[src/rtl/seg7_scan_if.sv]
// Load-side bus of the seven-segment scan driver: digit data, per-digit enables/DPs,
// brightness and the load strobe. Optional build macro of the driver: SEG7_LEADING_ZERO_BLANK_EN.
interface seg7_scan_if #(
    parameter int NUM_DIGITS = 8
);
    // load is a one-cycle strobe with no ready: the driver always accepts it, capturing
    // digits/digit_en/dp on that cycle. brightness is level-sampled every cycle.
    logic [4*NUM_DIGITS-1:0] digits;
    logic [NUM_DIGITS-1:0]   digit_en;
    logic [NUM_DIGITS-1:0]   dp;
    logic [3:0]              brightness;
    logic                    load;

    modport master (
        output digits,
        output digit_en,
        output dp,
        output brightness,
        output load
    );

    modport slave (
        input digits,
        input digit_en,
        input dp,
        input brightness,
        input load
    );
endinterface

[src/rtl/seg7_scan_driver.sv]
// N-digit multiplexed seven-segment scan driver with PWM brightness, ghosting guard and
// frame-synchronous loading. Optional leading-zero blanking: define SEG7_LEADING_ZERO_BLANK_EN.
module seg7_scan_driver #(
    parameter int NUM_DIGITS  = 8,
    parameter int CLK_HZ      = 100_000_000,
    parameter int REFRESH_HZ  = 480,
    parameter int GUARD       = 4,
    parameter int AN_ACT_LOW  = 1,
    parameter int SEG_ACT_LOW = 1
) (
    input  logic                  clk,
    input  logic                  reset,
    seg7_scan_if.slave            bus,
    output logic [NUM_DIGITS-1:0] anode,
    output logic [6:0]            display,
    output logic                  dp_out,
    output logic                  frame_done,
    output logic                  dbg_state
);

    localparam int DIV   = CLK_HZ / REFRESH_HZ;
    localparam int SUB   = DIV / 16;
    localparam int SUB_W = (SUB > 1) ? $clog2(SUB) : 1;
    localparam int IDX_W = $clog2(NUM_DIGITS);

    localparam logic [SUB_W-1:0] SUB_MAX  = SUB_W'(SUB - 1);
    localparam logic [IDX_W-1:0] IDX_MAX  = IDX_W'(NUM_DIGITS - 1);
    localparam logic [SUB_W:0]   GUARD_L  = (SUB_W + 1)'(GUARD);
    localparam logic [NUM_DIGITS-1:0] AN_OFF =
        (AN_ACT_LOW != 0) ? {NUM_DIGITS{1'b1}} : {NUM_DIGITS{1'b0}};
    localparam logic [6:0]       SEG_OFF  = (SEG_ACT_LOW != 0) ? 7'h7F : 7'h00;
    localparam logic             DP_OFF   = (SEG_ACT_LOW != 0);

    typedef enum logic {
        ST_GUARD = 1'b0,
        ST_DRIVE = 1'b1
    } state_t;

    // Active-high segment pattern {a,b,c,d,e,f,g}; b and d are lowercase.
    function automatic logic [6:0] hex7(input logic [3:0] n);
        logic [6:0] s;
        case (n)
            4'h0: s = 7'b1111110;
            4'h1: s = 7'b0110000;
            4'h2: s = 7'b1101101;
            4'h3: s = 7'b1111001;
            4'h4: s = 7'b0110011;
            4'h5: s = 7'b1011011;
            4'h6: s = 7'b1011111;
            4'h7: s = 7'b1110000;
            4'h8: s = 7'b1111111;
            4'h9: s = 7'b1111011;
            4'hA: s = 7'b1110111;
            4'hB: s = 7'b0011111;
            4'hC: s = 7'b1001110;
            4'hD: s = 7'b0111101;
            4'hE: s = 7'b1001111;
            default: s = 7'b1000111;
        endcase
        return s;
    endfunction

`ifdef SEG7_LEADING_ZERO_BLANK_EN
    // Keep digit i only if it or some higher nibble is nonzero; digit 0 always kept.
    function automatic logic [NUM_DIGITS-1:0] lz_mask(input logic [4*NUM_DIGITS-1:0] d);
        logic [NUM_DIGITS-1:0] m;
        logic                  seen;
        m    = '0;
        seen = 1'b0;
        for (int i = NUM_DIGITS - 1; i >= 0; i--) begin
            seen = seen | (d[4*i +: 4] != 4'h0);
            m[i] = seen | (i == 0);
        end
        return m;
    endfunction
`endif

    // Scan position: sub_cnt -> PWM step -> digit index, each carrying into the next.
    logic [SUB_W-1:0] sub_q, sub_d;
    logic [3:0]       step_q, step_d;
    logic [IDX_W-1:0] idx_q, idx_d;
    state_t           state_q, state_d;

    logic [4*NUM_DIGITS-1:0] pend_digits_q, pend_digits_d;
    logic [NUM_DIGITS-1:0]   pend_en_q, pend_en_d;
    logic [NUM_DIGITS-1:0]   pend_dp_q, pend_dp_d;
    logic [4*NUM_DIGITS-1:0] act_digits_q, act_digits_d;
    logic [NUM_DIGITS-1:0]   act_en_q, act_en_d;
    logic [NUM_DIGITS-1:0]   act_dp_q, act_dp_d;

    logic [NUM_DIGITS-1:0] anode_q, anode_d;
    logic [6:0]            display_q, display_d;
    logic                  dp_out_q, dp_out_d;
    logic                  frame_done_q, frame_done_d;

    logic                  frame_end;
    logic                  lit;
    logic [3:0]            cur_nib;
    logic [6:0]            cur_seg;
    logic [NUM_DIGITS-1:0] sel;

    always_comb begin
        sub_d     = sub_q;
        step_d    = step_q;
        idx_d     = idx_q;
        frame_end = (sub_q == SUB_MAX) && (step_q == 4'd15) && (idx_q == IDX_MAX);
        if (sub_q == SUB_MAX) begin
            sub_d  = '0;
            step_d = step_q + 4'd1;
            if (step_q == 4'd15) begin
                idx_d = (idx_q == IDX_MAX) ? '0 : idx_q + 1'b1;
            end
        end else begin
            sub_d = sub_q + 1'b1;
        end
        // State follows the position the counters move to, so it stays aligned with them.
        state_d = ((step_d == 4'd0) && ({1'b0, sub_d} < GUARD_L)) ? ST_GUARD : ST_DRIVE;
    end

    always_comb begin
        pend_digits_d = pend_digits_q;
        pend_en_d     = pend_en_q;
        pend_dp_d     = pend_dp_q;
        act_digits_d  = act_digits_q;
        act_en_d      = act_en_q;
        act_dp_d      = act_dp_q;
        if (bus.load) begin
            pend_digits_d = bus.digits;
            pend_en_d     = bus.digit_en;
            pend_dp_d     = bus.dp;
        end
        // Commit uses the pending value from before this cycle; a coincident load waits a frame.
        if (frame_end) begin
            act_digits_d = pend_digits_q;
            act_dp_d     = pend_dp_q;
`ifdef SEG7_LEADING_ZERO_BLANK_EN
            act_en_d     = pend_en_q & lz_mask(pend_digits_q);
`else
            act_en_d     = pend_en_q;
`endif
        end
    end

    always_comb begin
        sel          = '0;
        sel[idx_q]   = 1'b1;
        cur_nib      = act_digits_q[{idx_q, 2'b00} +: 4];
        cur_seg      = hex7(cur_nib);
        lit          = (state_q == ST_DRIVE) && (step_q <= bus.brightness) && act_en_q[idx_q];
        anode_d      = AN_OFF;
        display_d    = SEG_OFF;
        dp_out_d     = DP_OFF;
        frame_done_d = frame_end;
        if (lit) begin
            anode_d   = AN_OFF ^ sel;
            display_d = SEG_OFF ^ cur_seg;
            dp_out_d  = DP_OFF ^ act_dp_q[idx_q];
        end
    end

    always_ff @(posedge clk or negedge reset) begin
        if (!reset) begin
            sub_q         <= '0;
            step_q        <= '0;
            idx_q         <= '0;
            state_q       <= ST_GUARD;
            pend_digits_q <= '0;
            pend_en_q     <= '0;
            pend_dp_q     <= '0;
            act_digits_q  <= '0;
            act_en_q      <= '0;
            act_dp_q      <= '0;
            anode_q       <= AN_OFF;
            display_q     <= SEG_OFF;
            dp_out_q      <= DP_OFF;
            frame_done_q  <= 1'b0;
        end else begin
            sub_q         <= sub_d;
            step_q        <= step_d;
            idx_q         <= idx_d;
            state_q       <= state_d;
            pend_digits_q <= pend_digits_d;
            pend_en_q     <= pend_en_d;
            pend_dp_q     <= pend_dp_d;
            act_digits_q  <= act_digits_d;
            act_en_q      <= act_en_d;
            act_dp_q      <= act_dp_d;
            anode_q       <= anode_d;
            display_q     <= display_d;
            dp_out_q      <= dp_out_d;
            frame_done_q  <= frame_done_d;
        end
    end

    assign anode      = anode_q;
    assign display    = display_q;
    assign dp_out     = dp_out_q;
    assign frame_done = frame_done_q;
    assign dbg_state  = state_q;

endmodule

[src/flat_wrapper.sv]
// flat-port wrapper written by rule: the top's interface ports become plain ports
module seg7_scan_driver_flat 
#(
    parameter int NUM_DIGITS  = 8,
    parameter int CLK_HZ      = 100_000_000,
    parameter int REFRESH_HZ  = 480,
    parameter int GUARD       = 4,
    parameter int AN_ACT_LOW  = 1,
    parameter int SEG_ACT_LOW = 1
)
  (clk, reset, anode, display, dp_out, frame_done, dbg_state, bus_digits, bus_digit_en, bus_dp, bus_brightness, bus_load);
  seg7_scan_if #(.NUM_DIGITS(NUM_DIGITS)) bus_i ();
  input  logic clk;
  input  logic reset;
  output logic [NUM_DIGITS-1:0] anode;
  output logic [6:0] display;
  output logic dp_out;
  output logic frame_done;
  output logic dbg_state;
  input wire logic [$bits(bus_i.digits)-1:0] bus_digits;
  input wire logic [$bits(bus_i.digit_en)-1:0] bus_digit_en;
  input wire logic [$bits(bus_i.dp)-1:0] bus_dp;
  input wire logic [$bits(bus_i.brightness)-1:0] bus_brightness;
  input wire logic [$bits(bus_i.load)-1:0] bus_load;
  assign bus_i.digits = bus_digits;
  assign bus_i.digit_en = bus_digit_en;
  assign bus_i.dp = bus_dp;
  assign bus_i.brightness = bus_brightness;
  assign bus_i.load = bus_load;
  seg7_scan_driver #(.NUM_DIGITS(NUM_DIGITS), .CLK_HZ(CLK_HZ), .REFRESH_HZ(REFRESH_HZ), .GUARD(GUARD), .AN_ACT_LOW(AN_ACT_LOW), .SEG_ACT_LOW(SEG_ACT_LOW)) u_core (.clk(clk), .reset(reset), .bus(bus_i), .anode(anode), .display(display), .dp_out(dp_out), .frame_done(frame_done), .dbg_state(dbg_state));
endmodule
[config.mk]
export PLATFORM = sky130hd
export DESIGN_NAME = seg7_scan_driver_flat
export DESIGN_NICKNAME = d
export VERILOG_FILES = /design/src/rtl/seg7_scan_if.sv /design/src/rtl/seg7_scan_driver.sv /design/src/flat_wrapper.sv
export SDC_FILE = /design/constraint.sdc
export NUM_CORES = 1
export LEC_CHECK = 0
export BUFFER_PORTS_ARGS = -buffer_cell sky130_fd_sc_hd__buf_2
export CORE_MARGIN = 5
export CORE_UTILIZATION = 62
export DETAILED_ROUTE_END_ITERATION = 12
export GPL_ROUTABILITY_DRIVEN = 0
export HOLD_SLACK_MARGIN = 0.05
export PLACE_DENSITY = 0.84
export SKIP_CTS_REPAIR_TIMING = 1
export SLEW_MARGIN = 25
export SYNTH_ARGS = -nofsm -noshare
export SYNTH_HDL_FRONTEND = slang
export SYNTH_SLANG_ARGS = --single-unit
export TNS_END_PERCENT = 10
[constraint.sdc]
create_clock -name clk -period 4.4 [get_ports clk]
set_input_delay 0.66 -clock clk [delete_from_list [all_inputs] [get_ports clk]]
set_output_delay 0.66 -clock clk [all_outputs]
set_load 0.01 [all_outputs]
==> results of run 1 <==
## cells by family after synthesis
kind of cell,share of synthesized area [%]
buffers and inverters,2.76
AND/OR/NAND/NOR,7.76
XOR/XNOR,1.74
AO/OA/AOI/OAI,4.32
adder cells (fa/ha/maj),2.91
multiplexers,24.1
flip-flops,56.4
## routing by layer
layer	GRT usage (%)	up-vias	wire, um
met1	28.6	1871	5090
met5	0	-	0
met2	36.3	114	6060
met4	9.65	0	274
li1	-	1722	-
met3	5.25	23	573
## per-stage QoR
step / hold slack, ns / util, %
5_1_grt: 0.312 / 72.9
4_1_cts: 0.267 / 72.8
2_1_floorplan: 0.364 / -
3_5_place_dp: 0.489 / 67.1
3_3_place_gp: 0.481 / 67.0
6_report: 0.220 / 72.9
## cell usage after synthesis, drive strengths merged (8+ instances only)
master | count | area, um^2
dfstp | 16 | 420
nand4 | 9 | 62.6
dfrtp | 119 | 2980
mux2 | 99 | 1150
buf | 9 | 57.6
o21ai | 8 | 40.0
nand3 | 11 | 55.1
mux2i | 8 | 80.1
inv | 15 | 56.3
mux4 | 10 | 225
ha | 14 | 175
clkbuf | 13 | 48.8
nor2 | 10 | 37.5
nand2 | 26 | 97.6
## sequential cells by signal, indices dropped and copies added, names as in the netlist, 3 cells and up
name,count
u_core.act_dp_q,8
u_core.pend_en_q,8
u_core.pend_dp_q,8
u_core.sub_q,14
u_core.step_q,4
u_core.act_en_q,8
u_core.display,7
u_core.idx_q,3
u_core.pend_digits_q,32
u_core.act_digits_q,32
u_core.anode,8
## worst max-delay path: stages (launching register included)
cell     delay, ns
dfrtp_1       0.51
or4b_4        0.53
nor4_4        0.56
nand4_2       0.29
or2_4         0.54
mux2_4        0.39
## power by group through the flow
stage | Combinational, uW | Sequential, uW | Clock, uW
2_1_floorplan | 56.4 | 1320 | 0
3_3_place_gp | 107 | 1330 | 0
3_5_place_dp | 114 | 1330 | 0
4_1_cts | 115 | 1310 | 1320
5_1_grt | 125 | 1320 | 1380
6_report | 112 | 1310 | 1300
## area by class of cell
class	count	share of cell area, %
Sequential cell	135	48.3
Multi-Input combinational cell	265	35.3
Clock buffer	22	6.44
Timing Repair Buffer	73	5.36
Tap cell	133	2.37
Clock inverter	10	1.37
Inverter	16	0.854
## final timing paths
kind / slack [ns] / cells after the start / endpoint
worst max-delay path: 1.44 / 5 / u_core.act_dp_q[4]$_DFFE_PN0P_
worst min-delay path: 0.22 / 1 / u_core.sub_q[8]$_DFF_PN0_
worst max register to register: 1.44 / 5 / u_core.act_dp_q[4]$_DFFE_PN0P_
worst min register to register: 0.50 / 1 / u_core.pend_digits_q[27]$_DFFE_PN0P_
max in group asynchronous: 3.18 / 2 / u_core.act_digits_q[30]$_DFFE_PN0P_
min in group clk: 0.37 / 2 / u_core.pend_digits_q[14]$_DFFE_PN0P_
==> out/qor.yml, run 1 <==
crit_path_end_kind: "register"
skew_ns: 0.00642
drc: 0
yosysUniqueCellTypes: 51
fp.dieH_um: 109
dpl_cell_area_um2: 6460
layout_common_cells: "119 x dfrtp_1, 90 x mux2_2, 70 x buf_2, 26 x nand2_1"
routedWlPerCell_um: 18.3
synth_ff_type: "dfrtp_1"
synthToLayoutAreaGrowth_pct: 16.7
p_clk_share_pct: 47.8
worst-path-max-fanout: 49
fin_crit_ns: 2.96
cts_buffers: 17
start_util_pct: 62.5
yosysWarnings: 0
vias: 3730
dieArea_um2: 11800
p_total_uw: 2730
clkTransAtPathRegs_ns: 0.06
synthArstFlopShare_pct: 100
synth_edf_count: 0
fin_cells: 654
ant_nets: 0
p_leak_uw: 0.00333
netlist_area_um2: 6030
nNetsFinal: 577
combinationalPowerShare_pct: 4.1
grt_pass1_vias: 3957
setup_viol: 0
power_frac_seq_pct: 48.1
portBuffers: 72
outcome: "finished clean"
finalWirelength_mm: 12.0
place_ws_ns: 1.24
intPower_uw: 2130
worstPathRequired_ns: 4.80
clk_path_buf_depth: 2
worst_slack_ns: 1.44
synth_cells: 438
ctsHtreeMaxLevel: 4
drv_cap: 0
hold_class: "input port to asynchronous set/reset pin"
core_region_area_um2: 9640
worst-setup-path-type: "register to register"
reg2reg_from: "u_core.sub_q[4]$_DFF_PN0_"
antenna_found_initial: 0
critPathLaunchType: "register"
cts_tree: "built"
powerDensity_nw_per_um2: 388
postSynthAreaPerCell_um2: 13.8
overflow: 0
final_area_um2: 7030
drive_above_1_share_pct: 44.9
grt_pass1_wl_mm: 19.8
hpwl_mm: 7.91
dr.pass1.iters: 4
relSlewSlack_pct: 35.4
ir_drop_uv: 376
ys_seq_area_share_pct: 56.4
pin_count: 73
clockRootBuffer: "clkbuf_8"
clkLatencyLatePin_ns: 0.52
floorplan.die.width_um: 109
n_antenna_cell: 0
syn-num-nets: 507
finalCritPeriodShare_pct: 67.3
multi_input_area_um2: 2480
hold_viol: 0
placed_cells: 622
ys_seq_elements: 135
clock.fmax_mhz: 338
grtUsageTotal_pct: 22.2
finalMaxSlewViolations: 0
fill_cells: 638
seqCellArea_um2: 3400
switching_share_pct: 22.0
rsz0062_at_grt: "no"
via_per_inst: 5.70
switchingPower_uw: 600
fin_tns_setup_ns: 0
worst_pin_slew_ns: 0.969
crit_arrival_ns: 3.36
startpoint: "u_core.sub_q[4]$_DFF_PN0_"
rows: 36
grt_max_degree: 102
final_common_cell: "dfrtp_1"
drtIter0Drc: 200
clock_sinks: 135
No activity file was read; power rests on OpenSTA's default activity.
==> run 2: changes to the inputs <==
--- a/config.mk
+++ b/config.mk
@@ -5,13 +5,14 @@
 export SDC_FILE = /design/constraint.sdc
 export NUM_CORES = 1
 export LEC_CHECK = 0
+export ABC_AREA = 1
 export BUFFER_PORTS_ARGS = -buffer_cell sky130_fd_sc_hd__buf_2
 export CORE_MARGIN = 5
-export CORE_UTILIZATION = 62
+export CORE_UTILIZATION = 58
 export DETAILED_ROUTE_END_ITERATION = 12
 export GPL_ROUTABILITY_DRIVEN = 0
 export HOLD_SLACK_MARGIN = 0.05
-export PLACE_DENSITY = 0.84
+export PLACE_DENSITY = 0.79
 export SKIP_CTS_REPAIR_TIMING = 1
 export SLEW_MARGIN = 25
 export SYNTH_ARGS = -nofsm -noshare
==> constraint.sdc (replaced) <==
create_clock -name clk -period 2.85 [get_ports clk]
set_input_delay 0.4275 -clock clk [delete_from_list [all_inputs] [get_ports clk]]
set_output_delay 0.4275 -clock clk [all_outputs]
set_load 0.01 [all_outputs]
==> out/qor.yml, run 2 <==
worst-path-max-fanout: 52  # +6.1%
fill_cells: 825  # +29%
top_regs: "u_core.act_digits_q x32, u_core.pend_digits_q x32, u_core.sub_q x14"
finalMaxSlewViolations: 0  # unchanged
routedWlPerCell_um: 14.7  # -20%
drive_above_1_share_pct: 23.7  # -21 points
hold_class: "input port to register"
overflow: 0  # unchanged
worst_pin_slew_ns: 0.985  # +0.0162 ns
ant_nets: 0  # unchanged
ys_seq_area_share_pct: 54.4  # -2.0 points
drv_cap: 0  # unchanged
clk_path_buf_depth: 2  # unchanged
worst-setup-path-type: "register to register"
floorplan.die.width_um: 114  # +4.8%
hold_slack_ns: 0.133  # -0.0865 ns
synthTopCellsByArea: "dfrtp_1 48%, nand2_1 12%, mux2_2 8.6%"
grt_max_degree: 59  # -42%
synth_edf_count: 0  # unchanged
crit_arrival_ns: 2.97  # -0.39 ns
synthToLayoutAreaGrowth_pct: 16.9
power_frac_seq_pct: 47.0  # -1.1 points
p_clk_share_pct: 49.1  # +1.3 points
r2r_cells: 10  # +5
pin_count: 73  # unchanged
combinationalPowerShare_pct: 3.9  # -0.2 points
setup_viol: 0  # unchanged
clkLatencyLatePin_ns: 0.52  # about the same
worstPathRequired_ns: 3.31  # -1.49 ns
core_region_area_um2: 10700  # +11%
yosysUniqueCellTypes: 34  # -33%
via_per_inst: 5.37  # -5.8%
synthArstFlopShare_pct: 100  # unchanged
hold_viol: 0  # unchanged
critPathLaunchType: "register"
finalWirelength_mm: 13.3  # +11%
cts_tree: "built"
relSlewSlack_pct: 34.2  # -1.2 points
vias: 4856  # +30%
hold_depth: 2
clkTransAtPathRegs_ns: 0.06  # about the same
yosysMostFrequentCell: "nand2_1"
final_common_cell: "nand2_1"
rows: 38  # +5.6%
portBuffers: 72  # unchanged
place_ws_ns: 0.415  # -0.826 ns
ir_drop_uv: 418  # +11%
fin_crit_ns: 2.51  # -0.457 ns
netlist_area_um2: 6250  # +3.7%
synth_cells: 679  # +55%
clock.fmax_mhz: 399  # +18%
finalCritPeriodShare_pct: 87.9  # +21 points
postSynthAreaPerCell_um2: 9.21  # -33%
intPower_uw: 3430  # +61%
synth.top_cell.area_share_pct: 47.6  # -1.8 points
fp.dieH_um: 114  # +4.8%
grtUsageTotal_pct: 22.1  # -0.18 points
synth_ff_type: "dfrtp_1"
nNetsFinal: 821  # +42%
final_core_util_pct: 68.3  # -4.6 points
clock_sinks: 135  # unchanged
grt_pass1_vias: 4917  # +24%
outcome: "finished clean"
antenna_found_initial: 0  # unchanged
yosysWarnings: 0  # unchanged
clockRootBuffer: "clkbuf_8"
grt_pass1_wl_mm: 22.6  # +14%
switching_share_pct: 20.4  # -1.6 points
powerDensity_nw_per_um2: 590  # +52%
syn-num-nets: 748  # +48%
crit_path_end_kind: "register"
hpwl_mm: 9.00  # +14%
worst_slack_ns: 0.345  # -1.09 ns
start_util_pct: 58.4  # -4.1 points
rsz0062_at_grt: "no"
drtIter0Drc: 368  # +84%
switchingPower_uw: 877  # +46%
dieArea_um2: 13000  # +9.9%
layout_common_cells: "195 x nand2_1, 119 x dfrtp_1, 70 x inv_1, 70 x buf_2, 50 x o21ai_0"
n_antenna_cell: 0  # unchanged
ys_seq_elements: 135  # unchanged
p_leak_uw: 0.00364  # +9.4%
cts_buffers: 17  # unchanged
dr.pass1.iters: 5  # +1
drc: 0  # unchanged
ctsHtreeMaxLevel: 4  # unchanged
synth_top_area_cell: "dfrtp_1"
skew_ns: 0.00886  # +0.00244 ns
fin_tns_setup_ns: 0  # unchanged
yosys-top-cells-count: "195 x nand2_1, 119 x dfrtp_1, 70 x inv_1"
-- run 2: layout make-up --
class	count	area, um^2	area share, %
Clock inverter	7	92.6	1.27
Multi-Input combinational cell	445	2420	33.2
Inverter	73	275	3.77
Timing Repair Buffer	80	453	6.20
Tap cell	140	175	2.40
Sequential cell	135	3400	46.5
Clock buffer	24	490	6.71
-- run 2: path summary, 6_finish.rpt --
| kind | start | end | slack (ns) |
|---|---|---|---|
| worst max-delay path | u_core.sub_q[0]$_DFF_PN0_ | u_core.act_en_q[6]$_DFFE_PN0P_ | 0.34 |
| worst min-delay path | bus_digits[24] | u_core.pend_digits_q[24]$_DFFE_PN0P_ | 0.13 |
| worst max register to register | u_core.sub_q[0]$_DFF_PN0_ | u_core.act_en_q[6]$_DFFE_PN0P_ | 0.34 |
| worst min register to register | u_core.pend_digits_q[6]$_DFFE_PN0P_ | u_core.act_digits_q[6]$_DFFE_PN0P_ | 0.48 |
| max in group asynchronous | reset | u_core.pend_en_q[2]$_DFFE_PN0P_ | 1.59 |
| min in group asynchronous | reset | u_core.pend_dp_q[3]$_DFFE_PN0P_ | 0.50 |
-- run 2: metal layers --
layer | routed length (um) | GRT usage [%] | up-vias
met4 | 312 | 9.34 | 0
met5 | 0 | 0 | -
met2 | 6580 | 35.8 | 159
met3 | 712 | 5.36 | 32
met1 | 5690 | 28.5 | 2324
li1 | - | - | 2341
-- run 2: cell families (layout without fill, tap and decap cells) --
| group | Yosys count | in the layout | share of synthesized area, % |
|---|---|---|---|
| adder cells (fa/ha/maj) | 14 | 14 | 2.80 |
| flip-flops | 135 | 135 | 54.4 |
| AO/OA/AOI/OAI | 85 | 85 | 6.96 |
| AND/OR/NAND/NOR | 297 | 297 | 20.2 |
| buffers and inverters | 99 | 184 | 6.86 |
| XOR/XNOR | 1 | 1 | 0.140 |
| multiplexers | 48 | 48 | 8.65 |
-- run 2: worst max-delay path, stage by stage (launching register included) --
cell      delay [ns]
dfrtp_1         0.39
ha_1            0.25
nand3_1         0.14
nor2_4          0.15
nand2_2         0.13
clkinv_2        0.14
nand4_4         0.34
nor2_8          0.40
buf_12          0.26
nand2_1         0.11
nand2_1         0.09
-- run 2: power by group through the flow --
| stage | Combinational, uW | Sequential [uW] | Clock [uW] |
|---|---|---|---|
| 5_1_grt | 192 | 2030 | 2240 |
| 3_5_place_dp | 173 | 2060 | 0 |
| 3_3_place_gp | 164 | 2060 | 0 |
| 2_1_floorplan | 85.3 | 2040 | 0 |
| 6_report | 170 | 2030 | 2110 |
| 4_1_cts | 174 | 2030 | 2150 |
-- run 2: per-stage QoR --
stage / area [um^2] / total power, uW / cells
after CTS: 7300 / 4350 / 903
final: 7310 / 4310 / 904
after detailed placement: 6710 / 2230 / 872
after floorplan: 6250 / 2130 / 679
after global placement: 6710 / 2220 / 872
after global routing: 7310 / 4470 / 904
==> run 3: changes to the inputs <==
==> constraint.sdc (replaced) <==
create_clock -name clk -period 2.64 [get_ports clk]
set_input_delay 0.396 -clock clk [delete_from_list [all_inputs] [get_ports clk]]
set_output_delay 0.396 -clock clk [all_outputs]
set_load 0.01 [all_outputs]
==> out/qor.yml, run 3 (same netlist as run 2, synthesis figures left out) <==
drive_above_1_share_pct: 24.7  # +0.98 points
top_regs: "u_core.act_digits_q x32, u_core.pend_digits_q x32, u_core.sub_q x14"
drtIter0Drc: 337  # -8.4%
busiest_layer: "met2"
intPower_uw: 3950  # +15%
crit_buf_inv: 3  # +1
switching_share_pct: 20.1  # -0.26 points
final_common_cell: "nand2_1"
cp_top_family: "simple AND/OR/NAND/NOR gates"
grt_pass1_vias: 4859  # -1.2%
finalCritPeriodShare_pct: 85.7  # -2.2 points
via_per_inst: 5.21  # -3.0%
fin_tns_setup_ns: 0  # unchanged
crit_path_end_kind: "register"
critPathLaunchType: "register"
drc: 0  # unchanged
cts_buffers: 17  # unchanged
final_core_util_pct: 69.3  # +1.0 points
rsz0062_at_grt: "no"
clk_path_buf_depth: 2  # unchanged
clkTransAtPathRegs_ns: 0.06  # about the same
n_antenna_cell: 0  # unchanged
grt_pass1_wl_mm: 22.3  # -1.4%
combinationalPowerShare_pct: 3.7  # -0.2 points
clock.fmax_mhz: 442  # +11%
final_area_um2: 7420  # +1.5%
use_met3_pct: 5.89  # +0.53 points
grt_use_met2_pct: 34.5  # -1.3 points
slowest_stage: "dfrtp_1"
crit_arrival_ns: 2.69  # -0.28 ns
clockRootBuffer: "clkbuf_8"
floorplan.die.width_um: 114  # unchanged
power_frac_seq_pct: 44.2  # -2.8 points
finalMaxSlewViolations: 0  # unchanged
rows: 38  # unchanged
worst-setup-path-type: "register to register"
routedWlPerCell_um: 14.1  # -3.8%
overflow: 0  # unchanged
ctsHtreeMaxLevel: 4  # unchanged
fp.dieH_um: 114  # unchanged
skew_ns: 0.0122  # +0.00330 ns
critical_path.cell_chain: "buf_4 > nand2_1 > o21ai_0 > nand2_1 > nand2_1 > nand2_1 > nand2_1 > inv_1 > ha_1 > inv_1 > nand3_1 > nand3_1 > nand3_1"
hpwl_mm: 8.82  # -2.0%
fill_cells: 800  # -3.0%
dieArea_um2: 13000  # unchanged
clock_sinks: 135  # unchanged
layout_common_cells: "195 x nand2_1, 119 x dfrtp_1, 71 x buf_2, 70 x inv_1, 50 x o21ai_0"
dr.pass1.iters: 5  # unchanged
finalWirelength_mm: 12.9  # -3.2%
p_leak_uw: 0.00370  # +1.7%
portBuffers: 72  # unchanged
relSlewSlack_pct: 49.0  # +15 points
nNetsFinal: 826  # +0.61%
ir_drop_uv: 509  # +22%
crit_top_cell: "nand2_1"
worstPathRequired_ns: 3.06  # -0.25 ns
place_ws_ns: 0.271  # -0.144 ns
synthToLayoutAreaGrowth_pct: 18.6
core_region_area_um2: 10700  # unchanged
worst_slack_ns: 0.378  # +0.0330 ns
slowest_delay_ns: 0.49  # +0.09 ns
outcome: "finished clean"
use_met1_pct: 28.4  # -0.10 points
setup_viol: 0  # unchanged
switchingPower_uw: 993  # +13%
ant_nets: 0  # unchanged
pin_count: 73  # unchanged
fin_crit_ns: 2.26  # -0.243 ns
antenna_found_initial: 0  # unchanged
grt_max_degree: 136  # +130%
worst-path-max-fanout: 34  # -35%
grtUsageTotal_pct: 21.7  # -0.38 points
hold_class: "input port to register"
hold_viol: 0  # unchanged
dpl_cell_area_um2: 6750  # +0.56%
start_util_pct: 58.4  # unchanged
powerDensity_nw_per_um2: 666  # +13%
cts_tree: "built"
drv_cap: 0  # unchanged
vias: 4744  # -2.3%
p_clk_share_pct: 52.1  # +3.0 points
clkLatencyLatePin_ns: 0.53  # about the same
worst_pin_slew_ns: 0.765  # -0.220 ns
==> run 3: path summary, 6_finish.rpt <==
path,start,end,slack [ns],cells past startpoint
max reg2reg,u_core.idx_q[0]$_DFFE_PN0P_,u_core.display[6]$_DFF_PN1_,0.38,13
max in group asynchronous,reset,u_core.idx_q[0]$_DFFE_PN0P_,1.55,3
max,u_core.idx_q[0]$_DFFE_PN0P_,u_core.display[6]$_DFF_PN1_,0.38,13
min in group asynchronous,reset,u_core.pend_en_q[1]$_DFFE_PN0P_,0.47,3
min,bus_digits[26],u_core.pend_digits_q[26]$_DFFE_PN0P_,0.09,2
min reg2reg,u_core.pend_en_q[5]$_DFFE_PN0P_,u_core.act_en_q[5]$_DFFE_PN0P_,0.47,2
==> run 3: final cells by class <==
type                            instances  area [um^2]  area share, %
Timing Repair Buffer                   85          488           6.58
Inverter                               73          275           3.71
Clock inverter                         12          198           2.67
Sequential cell                       135         3400           45.8
Clock buffer                           20          455           6.14
Multi-Input combinational cell        445         2430           32.7
Tap cell                              140          175           2.36
==> run 3: power groups by stage <==
| stage | Clock, uW | Sequential, uW | Combinational (uW) |
|---|---|---|---|
| final | 2570 | 2190 | 183 |
| after global routing | 2720 | 2190 | 208 |
| after CTS | 2610 | 2190 | 187 |
| after detailed placement | 0 | 2220 | 187 |
| after global placement | 0 | 2220 | 177 |
| after floorplan | 0 | 2210 | 92.0 |
==> run 3: per-layer routing <==
layer / vias up / wire length, um
li1: 2357 / -
met1: 2240 / 5670
met2: 126 / 6280
met3: 21 / 724
met4: 0 / 191
met5: - / 0
==> run 3: stage by stage <==
stage,cells,hold WS (ns),power [uW]
floorplan,679,0.100,2300
global placement,877,0.463,2390
detailed placement,877,0.464,2410
CTS,909,0.00998,4980
global route,910,0.0709,5120
finish,910,0.0943,4940
